[config.mk]
export PLATFORM = sky130hd
export DESIGN_NAME = stream_in_node
export DESIGN_NICKNAME = d
export VERILOG_FILES = /design/src/rtl/tis_pkg.sv /design/src/rtl/stream_fifo.sv /design/src/rtl/stream_in_node.sv
export SDC_FILE = /design/constraint.sdc
export NUM_CORES = 1
export LEC_CHECK = 0
export ABC_AREA = 1
export CORE_MARGIN = 2
export CORE_UTILIZATION = 53
export DETAILED_ROUTE_END_ITERATION = 8
export GPL_TIMING_DRIVEN = 0
export PLACE_DENSITY = 0.72
export SKIP_LAST_GASP = 1
export SLEW_MARGIN = 20
export SYNTH_ARGS = -nofsm -noshare
export SYNTH_HDL_FRONTEND = slang
export SYNTH_SLANG_ARGS = --single-unit
[constraint.sdc]
create_clock -name clk -period 2.4 [get_ports clk]
set_clock_uncertainty 0.15 [all_clocks]
set_input_delay 0.24 -clock clk [delete_from_list [all_inputs] [get_ports clk]]
set_output_delay 0.24 -clock clk [all_outputs]
set_load 0.01 [all_outputs]
[src/rtl/tis_pkg.sv]
// -----------------------------------------------------------------------------
// tis_pkg
// Shared definitions for the TIS node fabric:
//   WORD_W / MAX_VAL  - word width and saturation magnitude of a TIS word
//   word_t            - signed TIS word
//   node_state_t      - handshake FSM states of a streaming node
//   saturate()        - clamp an integer to [-max_val, +max_val]
// -----------------------------------------------------------------------------
package tis_pkg;

  localparam int WORD_W  = 11;
  localparam int MAX_VAL = 999;

  typedef logic signed [WORD_W-1:0] word_t;

  typedef enum logic [1:0] {
    IDLE,
    FETCH,
    OFFER,
    GAP
  } node_state_t;

  function automatic int saturate(input int value, input int max_val);
    if (value > max_val) begin
      return max_val;
    end else if (value < -max_val) begin
      return -max_val;
    end else begin
      return value;
    end
  endfunction

endpackage

[src/rtl/stream_fifo.sv]
// -----------------------------------------------------------------------------
// stream_fifo
// Single-clock FIFO with an arbitrary (not necessarily power-of-two) depth.
// Ports:
//   clk, rst        - clock, asynchronous active-low clear of pointers/occupancy
//   push, data      - enqueue request and word; ignored while full
//   pop             - dequeue request; ignored while empty
//   head            - word at the read pointer (valid when !empty)
//   full, empty     - occupancy flags
// -----------------------------------------------------------------------------
module stream_fifo #(
  parameter int DEPTH = 39,
  parameter int WIDTH = 11
) (
  input  logic             clk,
  input  logic             rst,
  input  logic             push,
  input  logic [WIDTH-1:0] data,
  input  logic             pop,
  output logic [WIDTH-1:0] head,
  output logic             full,
  output logic             empty
);

  localparam int PTR_W = (DEPTH > 1) ? $clog2(DEPTH) : 1;
  localparam int CNT_W = $clog2(DEPTH + 1);

  logic [WIDTH-1:0] mem [DEPTH];
  logic [PTR_W-1:0] wr_ptr;
  logic [PTR_W-1:0] rd_ptr;
  logic [CNT_W-1:0] occ;

  logic do_push;
  logic do_pop;

  assign full    = (occ == CNT_W'(DEPTH));
  assign empty   = (occ == '0);
  assign do_push = push && !full;
  assign do_pop  = pop && !empty;
  assign head    = mem[rd_ptr];

  // Depth need not be a power of two, so pointers wrap explicitly.
  function automatic logic [PTR_W-1:0] next_ptr(input logic [PTR_W-1:0] ptr);
    return (ptr == PTR_W'(DEPTH - 1)) ? '0 : ptr + PTR_W'(1);
  endfunction

  // NOTE: storage is deliberately not reset; occupancy alone decides validity,
  // which keeps the array in plain RAM without a reset network.
  always_ff @(posedge clk) begin
    if (do_push) begin
      mem[wr_ptr] <= data;
    end
  end

  // NOTE: sequential state uses non-blocking assignments so every register
  // samples pre-edge values regardless of statement order.
  always_ff @(posedge clk or negedge rst) begin
    if (!rst) begin
      wr_ptr <= '0;
      rd_ptr <= '0;
      occ    <= '0;
    end else begin
      if (do_push) begin
        wr_ptr <= next_ptr(wr_ptr);
      end
      if (do_pop) begin
        rd_ptr <= next_ptr(rd_ptr);
      end
      case ({do_push, do_pop})
        2'b10:   occ <= occ + CNT_W'(1);
        2'b01:   occ <= occ - CNT_W'(1);
        default: occ <= occ;  // idle, or push and pop cancel out
      endcase
    end
  end

endmodule

[src/rtl/stream_in_node.sv]
// -----------------------------------------------------------------------------
// stream_in_node
// Input-stream node: a host preloads TIS words into a FIFO, and after `start`
// the node offers them one at a time to a downstream core on the write/ack
// handshake (write = word offered, wready = one-cycle acknowledge).
// Ports:
//   clk, rst              - clock, asynchronous active-low reset
//   load_valid/load_data  - host enqueue; words are saturated to +/-MAXV
//   load_ready            - FIFO not full
//   start                 - one-cycle pulse, sets the sticky run flag
//   write, out            - offered word and its valid flag (out stable while write)
//   wready                - consumer acknowledge, only honoured while offering
//   count                 - words delivered since reset, saturating at 255
//   empty                 - FIFO holds no words (the out register is not counted)
//   done                  - sticky: stream ran dry after start
// -----------------------------------------------------------------------------
module stream_in_node
  import tis_pkg::*;
#(
  parameter int DEPTH = 39,
  parameter int WIDTH = WORD_W,
  parameter int MAXV  = MAX_VAL
) (
  input  logic                    clk,
  input  logic                    rst,
  input  logic                    load_valid,
  input  logic signed [WIDTH-1:0] load_data,
  output logic                    load_ready,
  input  logic                    start,
  output logic                    write,
  output logic signed [WIDTH-1:0] out,
  input  logic                    wready,
  output logic [7:0]              count,
  output logic                    empty,
  output logic                    done
);

  node_state_t             state;
  logic                    run;
  logic                    fifo_full;
  logic [WIDTH-1:0]        fifo_head;
  logic signed [WIDTH-1:0] load_sat;
  logic                    pop;

  // Signed widening keeps negative words negative before clamping.
  assign load_sat   = WIDTH'(saturate(int'(load_data), MAXV));
  assign load_ready = !fifo_full;
  assign pop        = (state == FETCH);

  stream_fifo #(
    .DEPTH (DEPTH),
    .WIDTH (WIDTH)
  ) u_fifo (
    .clk   (clk),
    .rst   (rst),
    .push  (load_valid),
    .data  (load_sat),
    .pop   (pop),
    .head  (fifo_head),
    .full  (fifo_full),
    .empty (empty)
  );

  // write is a register with async clear, so asserting rst drops it at once.
  always_ff @(posedge clk or negedge rst) begin
    if (!rst) begin
      state <= IDLE;
      run   <= 1'b0;
      write <= 1'b0;
      out   <= '0;
      count <= '0;
      done  <= 1'b0;
    end else begin
      if (start) begin
        run <= 1'b1;
      end

      if (run && empty && (state == IDLE) && (count != '0)) begin
        done <= 1'b1;
      end

      case (state)
        IDLE: begin
          // Honouring start directly saves a cycle: FETCH right after the pulse.
          if ((run || start) && !empty) begin
            state <= FETCH;
          end
        end

        FETCH: begin
          out   <= fifo_head;
          write <= 1'b1;
          state <= OFFER;
        end

        OFFER: begin
          if (wready) begin
            write <= 1'b0;
            if (count != 8'hFF) begin
              count <= count + 8'd1;
            end
            state <= GAP;
          end
        end

        GAP: begin
          // One write-low cycle keeps back-to-back words distinguishable.
          state <= empty ? IDLE : FETCH;
        end

        default: state <= IDLE;
      endcase
    end
  end

endmodule

-- Word level (Yosys, flattened, before mapping)
Memories as Yosys holds them, arrays and structs flattened. A register that Yosys moved wholly into a read port is not among the register bits.
Cells that the tools add are included.
- flip-flop bits (word level): 31
- bits in writable memories: 429
- input bits: 16
- output and inout bits: 23
- word-level logic and storage cells: 58
- memories: 1
- add/sub/neg operators: 5
- magnitude comparators: 2
- equality and inequality tests: 11
- mux-type cells: 13
- reduce and logical (&&, ||, !) cells: 18
- memories (memory ; depth ; bits a word ; read ports ; clocked after Yosys merged registers in ; write ports ; RTL line ; text):
    u_fifo.mem ; 39 ; 11 ; 1 ; 1 ; 1 ; stream_fifo.sv:28 ; logic [WIDTH-1:0] mem [DEPTH];
- operators by type and width (operator ; count):
    2-to-1 mux 11 bit ; 2
    adder 6 x 1 -> 6 bit, second input constant ; 3
    equality test 6 bit, second input constant ; 3
    2-to-1 mux 6 bit ; 2
    one-hot mux 6 bit (2 select lines) ; 1
    > comparator 11 bit, second input constant ; 1
    less-than comparator 11 bit, second input constant ; 1
    adder 8 x 1 -> 8 bit, second input constant ; 1
    inequality test 8 bit, second input constant ; 1
    one-hot mux 2 bit (4 select lines) ; 1
    nonzero test 8 bit ; 1
    equality test 2 bit, second input constant ; 3
    logical AND 1 bit ; 6
    logical NOT 6 bit ; 1
    subtractor 6 x 1 -> 6 bit, second input constant ; 1
    equality test 2 x 1 -> 1 bit, second input constant ; 2
    2-to-1 mux 1 bit ; 4
    2-to-1 mux 2 bit ; 2
    AND reduction 2 bit ; 2
    nonzero test 2 bit ; 2
    logical NOT 1 bit ; 3
    AND reduction 3 bit ; 1
    logical NOT 2 bit ; 1
    inequality test 2 x 1 -> 1 bit, second input constant ; 1
    other kinds (3) ; 3

-- Longest topological paths before layout
Gate-level depths: netlist (run 1).
- depth in word-level cells: 5
- depth in mapped cells: 17
- mapped depth without buffers: 15

-- Cells and area by module
Synthesis (run 1) repeated with hierarchy kept, for this count alone.
- cells, all modules: 1960
- area, all modules: 20427.1 µm²
- modules (own cells, without submodules) (module ; times used ; cells an instance ; area an instance (µm²) ; seq. area each (µm²)):
    stream_fifo ; 1 ; 1772 ; 19043.3 ; 13332.8
    stream_in_node ; 1 ; 188 ; 1383.8 ; 600.6

-- Least setup slack after synthesis (run 1)
Ideal clock, no wire load.
- path type: input to register
- start point: in load_data[1]
- end point: mem u_fifo.mem[0][5], data pin
- library setup time: 508 ps
- arrival time: 2600 ps
- data required time: 1742 ps
- setup slack: -859 ps
- stages on the path: 5
- buffers on the path: 0
- cells stage by stage: nor3_1 nor3_1 o41ai_1 ha_1 o21ai_0
- longest elaborated chain between the ends: 3
- elaborated cells between the ends (all ways): 4
- those cells by class: order compare: 2; mux: 2
- ends and longest elaborated chain (item ; RTL line ; text):
    from (decl) ; stream_in_node.sv:27 ; input logic signed [WIDTH-1:0] load_data,
    less-than comparator 11 bit ; tis_pkg.sv:26 ; end else if (value < -max_val) begin
    2-to-1 mux 11 bit ; tis_pkg.sv:26 ;
    2-to-1 mux 11 bit * ; tis_pkg.sv:24 ; if (value > max_val) begin
    via load_sat[5] ; stream_in_node.sv:42 ; logic signed [WIDTH-1:0] load_sat;
    to (decl) ; stream_fifo.sv:28 ;
The timed path passes the listed nets; every way through them passes the cells marked *.

-- Final worst setup path (run 1)
- start point: reg u_fifo.wr_ptr[3]
- end point: mem u_fifo.mem[16][3] (enable)
- RTL lines (item ; RTL line ; text):
    from (decl) ; stream_fifo.sv:29 ; logic [PTR_W-1:0] wr_ptr;
    from (signal assigned) ; stream_fifo.sv:64 ; wr_ptr <= next_ptr(wr_ptr);
Straight into the memory's write port.

==> results of run 1 <==
## per-stage QoR
| stage | worst slack (ps) | utilization |
|---|---|---|
| after floorplan | -321.4 | - |
| after global placement | -2713 | 0.5657 |
| after detailed placement | -918.9 | 0.5751 |
| after CTS | -538.6 | 0.6314 |
| after global routing | -174.3 | 0.6473 |
| final | -110.3 | 0.6473 |
## layout by cell type, fill, tap and decap left out, types with 4 or more instances in the layout
master,netlist,layout
inv_1,125,123
clkbuf_2,2,7
clkinv_1,3,7
nand4_1,13,13
xor2_1,6,6
clkbuf_1,12,18
nand2_1,592,584
buf_12,0,25
clkinv_2,0,5
buf_4,17,43
clkbuf_16,0,50
a31oi_1,5,5
nor3_1,6,6
nor2_2,1,4
a21oi_1,89,84
buf_6,20,25
o21ai_0,76,69
o211ai_1,5,5
buf_2,31,29
nor2_4,1,42
clkdlybuf4s50_1,0,36
dfrtp_1,42,39
ha_1,14,9
o21ai_1,15,18
o22ai_1,7,7
buf_16,0,7
clkbuf_8,0,6
nor2_1,210,166
xnor2_1,9,6
nand2_2,2,4
edfxtp_1,429,429
nand3_1,122,117
nand2_4,0,6
## repair_timing
| item | 4_1_cts | 5_1_grt |
|---|---|---|
| buffers inserted | 29 | 23 |
| cloned | 0 | 0 |
| hold buffers | 1 | 0 |
| pin swaps | 13 | 30 |
| endpoints found under the hold margin | 42 | 0 |
| gates resized for setup | 70 | 64 |
| setup endpoints to repair | 679 | 485 |
## worst max-delay path by stage
stage               slack [ps]           endpoint
detailed placement        -920  u_fifo.mem[22][0]
global placement         -2710  u_fifo.mem[22][4]
floorplan                 -320   u_fifo.mem[0][3]
finish                    -110  u_fifo.mem[16][3]
global route              -170  u_fifo.mem[16][3]
CTS                       -540   u_fifo.mem[8][0]
## logic make-up after synthesis
group           synth area share
simple gates              0.1882
compound gates           0.05238
xor+xnor                0.006501
fa+ha+maj               0.008668
flops                     0.6895
buf+inv                  0.05479
## state kept, by name (all words and copies together) (netlist names)
name	count
u_fifo.mem	429
u_fifo.wr_ptr	6
done	1
out	11
run	1
write	1
count	8
u_fifo.occ	6
u_fifo.rd_ptr	6
state	2
## cells in the mapped netlist, types with 2 or more instances
| cell | n | share of area |
|---|---|---|
| clkinv_1 | 3 | 0.00056 |
| buf_2 | 31 | 0.0077 |
| buf_6 | 20 | 0.011 |
| a21oi_1 | 89 | 0.022 |
| inv_1 | 125 | 0.023 |
| nand4_1 | 13 | 0.0040 |
| o21ai_0 | 76 | 0.019 |
| buf_4 | 17 | 0.0063 |
| o21ai_1 | 15 | 0.0037 |
| clkbuf_1 | 12 | 0.0022 |
| buf_8 | 2 | 0.0015 |
| buf_1 | 4 | 0.00074 |
| nor2_1 | 210 | 0.039 |
| nand2_2 | 2 | 0.00062 |
| dfrtp_1 | 42 | 0.052 |
| o211ai_1 | 5 | 0.0019 |
| a31oi_1 | 5 | 0.0015 |
| edfxtp_1 | 429 | 0.64 |
| nand2_1 | 592 | 0.11 |
| ha_1 | 14 | 0.0087 |
| clkbuf_2 | 2 | 0.00050 |
| nand3_1 | 122 | 0.030 |
| o22ai_1 | 7 | 0.0022 |
| xor2_1 | 6 | 0.0026 |
| xnor2_1 | 9 | 0.0039 |
| nor4_1 | 2 | 0.00062 |
| nor3_1 | 6 | 0.0015 |
## critical path, stage by stage (launching register included)
cell and delay [ps]:
dfrtp_1 430, inv_1 160, nand3_1 710, nor2_4 670
## power by group through the flow
stage | logic (mW) | clock network [mW] | registers [mW]
final | 11.4 | 7.29 | 9.98
after global routing | 12.2 | 7.62 | 10.0
after CTS | 10.6 | 7.31 | 9.96
after detailed placement | 10.2 | 0 | 10.1
after global placement | 9.84 | 0 | 10.1
after floorplan | 6.26 | 0 | 10.1
## per-layer routing
| layer | GRT usage | share of wire | routed length, µm |
|---|---|---|---|
| met5 | 0 | 0 | 0 |
| met2 | 0.4487 | 0.46 | 25990 |
| met4 | 0.1307 | 0.045 | 2552 |
| met3 | 0.05131 | 0.11 | 6123 |
| met1 | 0.4005 | 0.39 | 22240 |
## cell type report
cell class / instances / area share
Clock buffer: 69 / 0.05684
Tap cell: 511 / 0.02628
Clock inverter: 17 / 0.006224
Inverter: 131 / 0.02104
Multi-Input combinational cell: 1183 / 0.2371
Sequential cell: 471 / 0.5730
Timing Repair Buffer: 101 / 0.05350
Buffer: 85 / 0.02608
==> key figures, run 1 <==
Run status
  – Outcome: complete, but fails checks
  – Failing checks: setup timing

Worst setup path
  – Critical path type: reg -> reg
  – CP Max Fanout: 11
  – Setup crit end kind: flop
  – R2R Path Start: u_fifo.wr_ptr[3]
  – Required @ worst endpoint: 2470 ps
  – Worst Setup SP: u_fifo.wr_ptr[3]
  – Cells on worst reg2reg path: 3
  – Crit path launch type: flop
  – Crit path DAT: roughly 2600 ps
  – FF-to-FF setup slack: -110 ps
  – Worst r2r dst: u_fifo.mem[16][3]

Global routing
  – Gr usage total: 0.2888
  – Global-route wire length before repair: 83030 µm
  – Initial antenna violation count: 1
  – Vias in the first global route: 13730
  – Total grt overflow: 0
  – Pin count of the biggest net entering global routing: 40

Detailed routing
  – DR WL/cell: 22.16 µm
  – Initial DRC Count: 1959
  – Final ANT Viol Nets: 0
  – Residual DRC count: 0
  – Drt via density: between 5 and 6
  – Pre-Repair DR Iteration Count: 6
  – Vias: between 10000 and 15000
  – Drt total wl: 56910 µm

Die
  – DIE WIDTH: 199.3 µm
  – Die ar.: 0.03971 mm²
  – Row count: 71
  – Ports: 39
  – Die height: 199.3 µm
  – Initial Utilization: 0.5378
  – Core Area: 0.03758 mm²

Timing
  – Final setup TNS: -4181 ps
  – Final worst path period need: 2510 ps
  – Hold_ws: between 30 and 40 ps
  – RSZ-0062 raised after global routing: yes
  – Worst slew margin: 0.3112
  – Final hold violations: 0
  – Setup violators final: 84
  – Fmax: around 400 MHz
  – Fin. max-slew vios: 0
  – Final period util: 1.046
  – Worst setup margin: -110.3 ps
  – Least-Margin Pin Slew: 1030 ps

Final layout
  – Final-layout fill cell count: roughly 2700
  – Multi-input gate area: slightly below 0.006 mm²
  – Final cell count without fillers: roughly 2600
  – Area grow syn2layout: 20.36%
  – NumNets Final: 2051
  – Register area: 0.01394 mm²
  – Share of layout cells above drive strength 1: 0.1463
  – N_diodes: 0
  – Post-route cell area: around 0.024 mm²

Pwr
  – Leakage dissipation: 9.427 nW
  – Proportion of power drawn by the clock network: 0.254
  – P_int: 17.45 mW
  – Logic pwr share: 0.398
  – Net switching power: 11.27 mW
  – Power, Total: 28.71 mW
  – PwrDens: 1180 mW/mm²
  – Sw Ratio: 0.3923
  – Worst vdd ir: about 0.95 mV
  – Sequential power share: 0.348

Synthesis
  – Yosys reg bits: about 470
  – Netlist Area Pre-Place: 0.02021 mm²
  – Gate Count Post-Synth: 1873
  – Avg Inst Size Synth: 10.79 µm²
  – EDFF count, synth: 429
  – Count of different cell masters after synthesis: 40
  – YS warnings: 0
  – Async S/R FF share, synth: 0.08917
  – Seq/Total Area, Yosys: 0.6895
  – Syn nets: 1903
  – Ys flop type: edfxtp_1

CTS
  – CTS clk-pin slew, worst paths: approximately 60 ps
  – CTS tree: built
  – Clk buf depth: 3
  – TritonCTS Buffers: 48
  – Htree depth: 2
  – CTS Root Cell: clkbuf_16
  – Clock Latency Late Sink: 590 ps
  – Clock Sink Count: 471

Placement
  – Placed wire-length estimate: 37920 µm
  – # port buffers: 38
  – Dpl cells: between 2000 and 2500
  – GP Congestion: 1.061
  – DP Area: 0.02161 mm²

Worst hold path
  – Hold crit path type: in -> async

Flow run
  – Max-Cap Viols: 0
Power figures use the tool's default switching activity.
==> run 2: changes to the inputs <==
RECOVER_POWER = 25   (was default)
==> key figures, run 2 (synthesis results as in run 1) <==
Detailed routing
  – Initial DRC Count: 1882 (was 1959)
  – DR WL/cell: 22.17 µm (was 22.16 µm)
  – Pre-Repair DR Iteration Count: 8 (was 6)
  – Final ANT Viol Nets: 0 (unchanged)
  – Drt via density: 5.690 (was 5.685)
  – Drt total wl: 56930 µm (was 56910 µm)
  – Vias: 14610 (was 14600)
  – Residual DRC count: 0 (unchanged)

Placement
  – # port buffers: 38 (unchanged)
  – Worst slack, placed: -918.9 ps (unchanged)
  – DP Area: 0.02161 mm² (unchanged)
  – Placed wire-length estimate: 37920 µm (unchanged)
  – GP Congestion: 1.061 (unchanged)

Worst setup path
  – Worst stage delay on the critical path: 720 ps (was 710 ps)
  – Critical path type: reg -> reg (unchanged)
  – FF-to-FF setup slack: -140 ps (was -110 ps)
  – Required @ worst endpoint: 2470 ps (about the same)
  – CP Cell Sequence: inv_1 > nand3_1 > nor2_4 (unchanged)
  – R2R Path Start: u_fifo.wr_ptr[3] (unchanged)
  – Worst r2r dst: u_fifo.mem[16][3] (unchanged)
  – Worst Setup SP: u_fifo.wr_ptr[3] (unchanged)
  – Setup crit end kind: flop (unchanged)
  – Worst path slowest cell: nand3_1 (unchanged)
  – Cells on worst reg2reg path: 3 (unchanged)
  – Crit path launch type: flop (unchanged)
  – CP Max Fanout: 11 (unchanged)
  – Crit path DAT: 2600 ps (was 2580 ps)

CTS
  – CTS clk-pin slew, worst paths: 60 ps (about the same)
  – CTS tree: built (unchanged)
  – Clock Sink Count: 471 (unchanged)
  – Htree depth: 2 (unchanged)
  – Clk buf depth: 3 (unchanged)
  – TritonCTS Buffers: 48 (unchanged)
  – Clock Latency Late Sink: 590 ps (about the same)
  – CTS Root Cell: clkbuf_16 (unchanged)

Die
  – DIE WIDTH: 199.3 µm (unchanged)
  – Ports: 39 (unchanged)
  – Initial Utilization: 0.5378 (unchanged)
  – Die ar.: 0.03971 mm² (unchanged)
  – Core Area: 0.03758 mm² (unchanged)
  – Row count: 71 (unchanged)
  – Die height: 199.3 µm (unchanged)

Timing
  – Final hold violations: 0 (unchanged)
  – Worst slew margin: 0.1917 (was 0.3112)
  – Least-Margin Pin Slew: 1213 ps (was 1030 ps)
  – Setup violators final: 94 (was 84)
  – Fmax: 394.3 MHz (was 398.4 MHz)
  – Final worst path period need: 2536 ps (was 2510 ps)
  – Fin. max-slew vios: 0 (unchanged)
  – Hold_ws: 99.89 ps (was 37.01 ps)
  – Final period util: 1.057 (was 1.046)
  – RSZ-0062 raised after global routing: yes (unchanged)
  – Worst setup margin: -136.4 ps (was -110.3 ps)

Final layout
  – Commonest non-fill, non-tap cell in the layout: nand2_1 (unchanged)
  – Final-layout fill cell count: 2754 (was 2734)
  – Share of layout cells above drive strength 1: 0.1424 (was 0.1463)
  – NumNets Final: 2051 (unchanged)
  – Max reg flops: 429 (unchanged)
  – Area grow syn2layout: 19.79% (was 20.36%)
  – Post-route cell area: 0.02421 mm² (was 0.02432 mm²)
  – Most frequent cells in the layout: nand2_1, edfxtp_1, nor2_1 (unchanged)
  – Top Registers: u_fifo.mem: 429 flops, out: 11 flops, count: 8 flops (unchanged)
  – Register area: 0.01394 mm² (unchanged)
  – N_diodes: 0 (unchanged)
  – Largest register by flop count: u_fifo.mem (unchanged)
  – Multi-input gate area: 0.005724 mm² (was 0.005767 mm²)

Pwr
  – Worst vdd ir: 0.9506 mV (was 0.9511 mV)
  – Power, Total: 28.58 mW (was 28.71 mW)
  – PwrDens: 1180 mW/mm² (about the same)
  – Leakage dissipation: 9.408 nW (was 9.427 nW)

Run status
  – Failing checks: setup timing (unchanged)
  – Outcome: complete, but fails checks (unchanged)

Worst hold path
  – Min-Delay Endpoint: run
  – Hold crit path type: in -> reg (was in -> async)
  – WHS Path Cells: 2
  – Worst Min Path Start: start

Global routing
  – Gr usage total: 0.2888 (unchanged)
  – Vias in the first global route: 13730 (unchanged)
  – Initial antenna violation count: 1 (unchanged)
  – Pin count of the biggest net entering global routing: 40 (unchanged)
  – Total grt overflow: 0 (unchanged)
  – Global-route wire length before repair: 83030 µm (unchanged)

Flow run
  – Max-Cap Viols: 0 (unchanged)
[run 2: cell types whose count changed in the layout (fill, tap and decap cells not counted), moves of 2 or more]
| cell | previous run | this run |
|---|---|---|
| clkdlybuf4s50_1 | 36 | 14 |
| dlygate4sd3_1 | 1 | 23 |
| buf_12 | 25 | 22 |
| clkbuf_2 | 7 | 10 |
| buf_4 | 43 | 41 |
| clkbuf_1 | 18 | 20 |
| nand2_1 | 584 | 586 |
| nand2_4 | 6 | 4 |
[run 2: cell type report]
class	instances	area share
plain buffers	85	0.02620
repair buffers	101	0.05075
clock inverters	17	0.006254
multi-input cells	1183	0.2364
inverters	131	0.02114
clock buffers	69	0.05711
well taps	511	0.02641
flip-flops and latches	471	0.5757
[run 2: critical path, delay by kind of cell, from the launching register on]
kind,cells,cell delay [ps]
buffers and inverters,1,160
AND/OR/NAND/NOR,2,1410
flip-flops,1,440
[run 2: per-stage QoR]
stage | cells | utilization | TNS (ps)
after global routing | 2568 | 0.6443 | -16230
after CTS | 2546 | 0.6314 | -40740
after detailed placement | 2432 | 0.5751 | -471060
after global placement | 2422 | 0.5657 | -986570
after floorplan | 1873 | - | -47790
final | 2568 | 0.6443 | -5279
[run 2: routing by layer]
layer | global-route usage | share of wire | vias to the layer above
met5 | 0 | 0 | -
met4 | 0.1307 | 0.044 | 0
met3 | 0.05131 | 0.10 | 145
met2 | 0.4487 | 0.46 | 856
met1 | 0.4005 | 0.39 | 7004
li1 | - | - | 6607
[run 2: power breakdown]
group,switching [mW],leakage (nW),internal (mW)
logic,7.81,4.29,3.52
clock network,3.06,0.742,4.21
registers,0.354,4.37,9.63
total,11.2,9.41,17.4
[run 2: worst max-delay path by stage]
stage,endpoint,slack (ps)
global route,u_fifo.mem[16][3],-170
floorplan,u_fifo.mem[0][3],-320
global placement,u_fifo.mem[22][4],-2710
CTS,u_fifo.mem[8][0],-540
detailed placement,u_fifo.mem[22][0],-920
finish,u_fifo.mem[16][3],-140
[run 2: repair_timing]
action,in CTS,in global routing
hold endpoints to repair,42,0
hold buffers,1,0
gates resized for setup,70,64
setup endpoints to repair,679,485
setup buffers,29,23
pin swaps,13,30
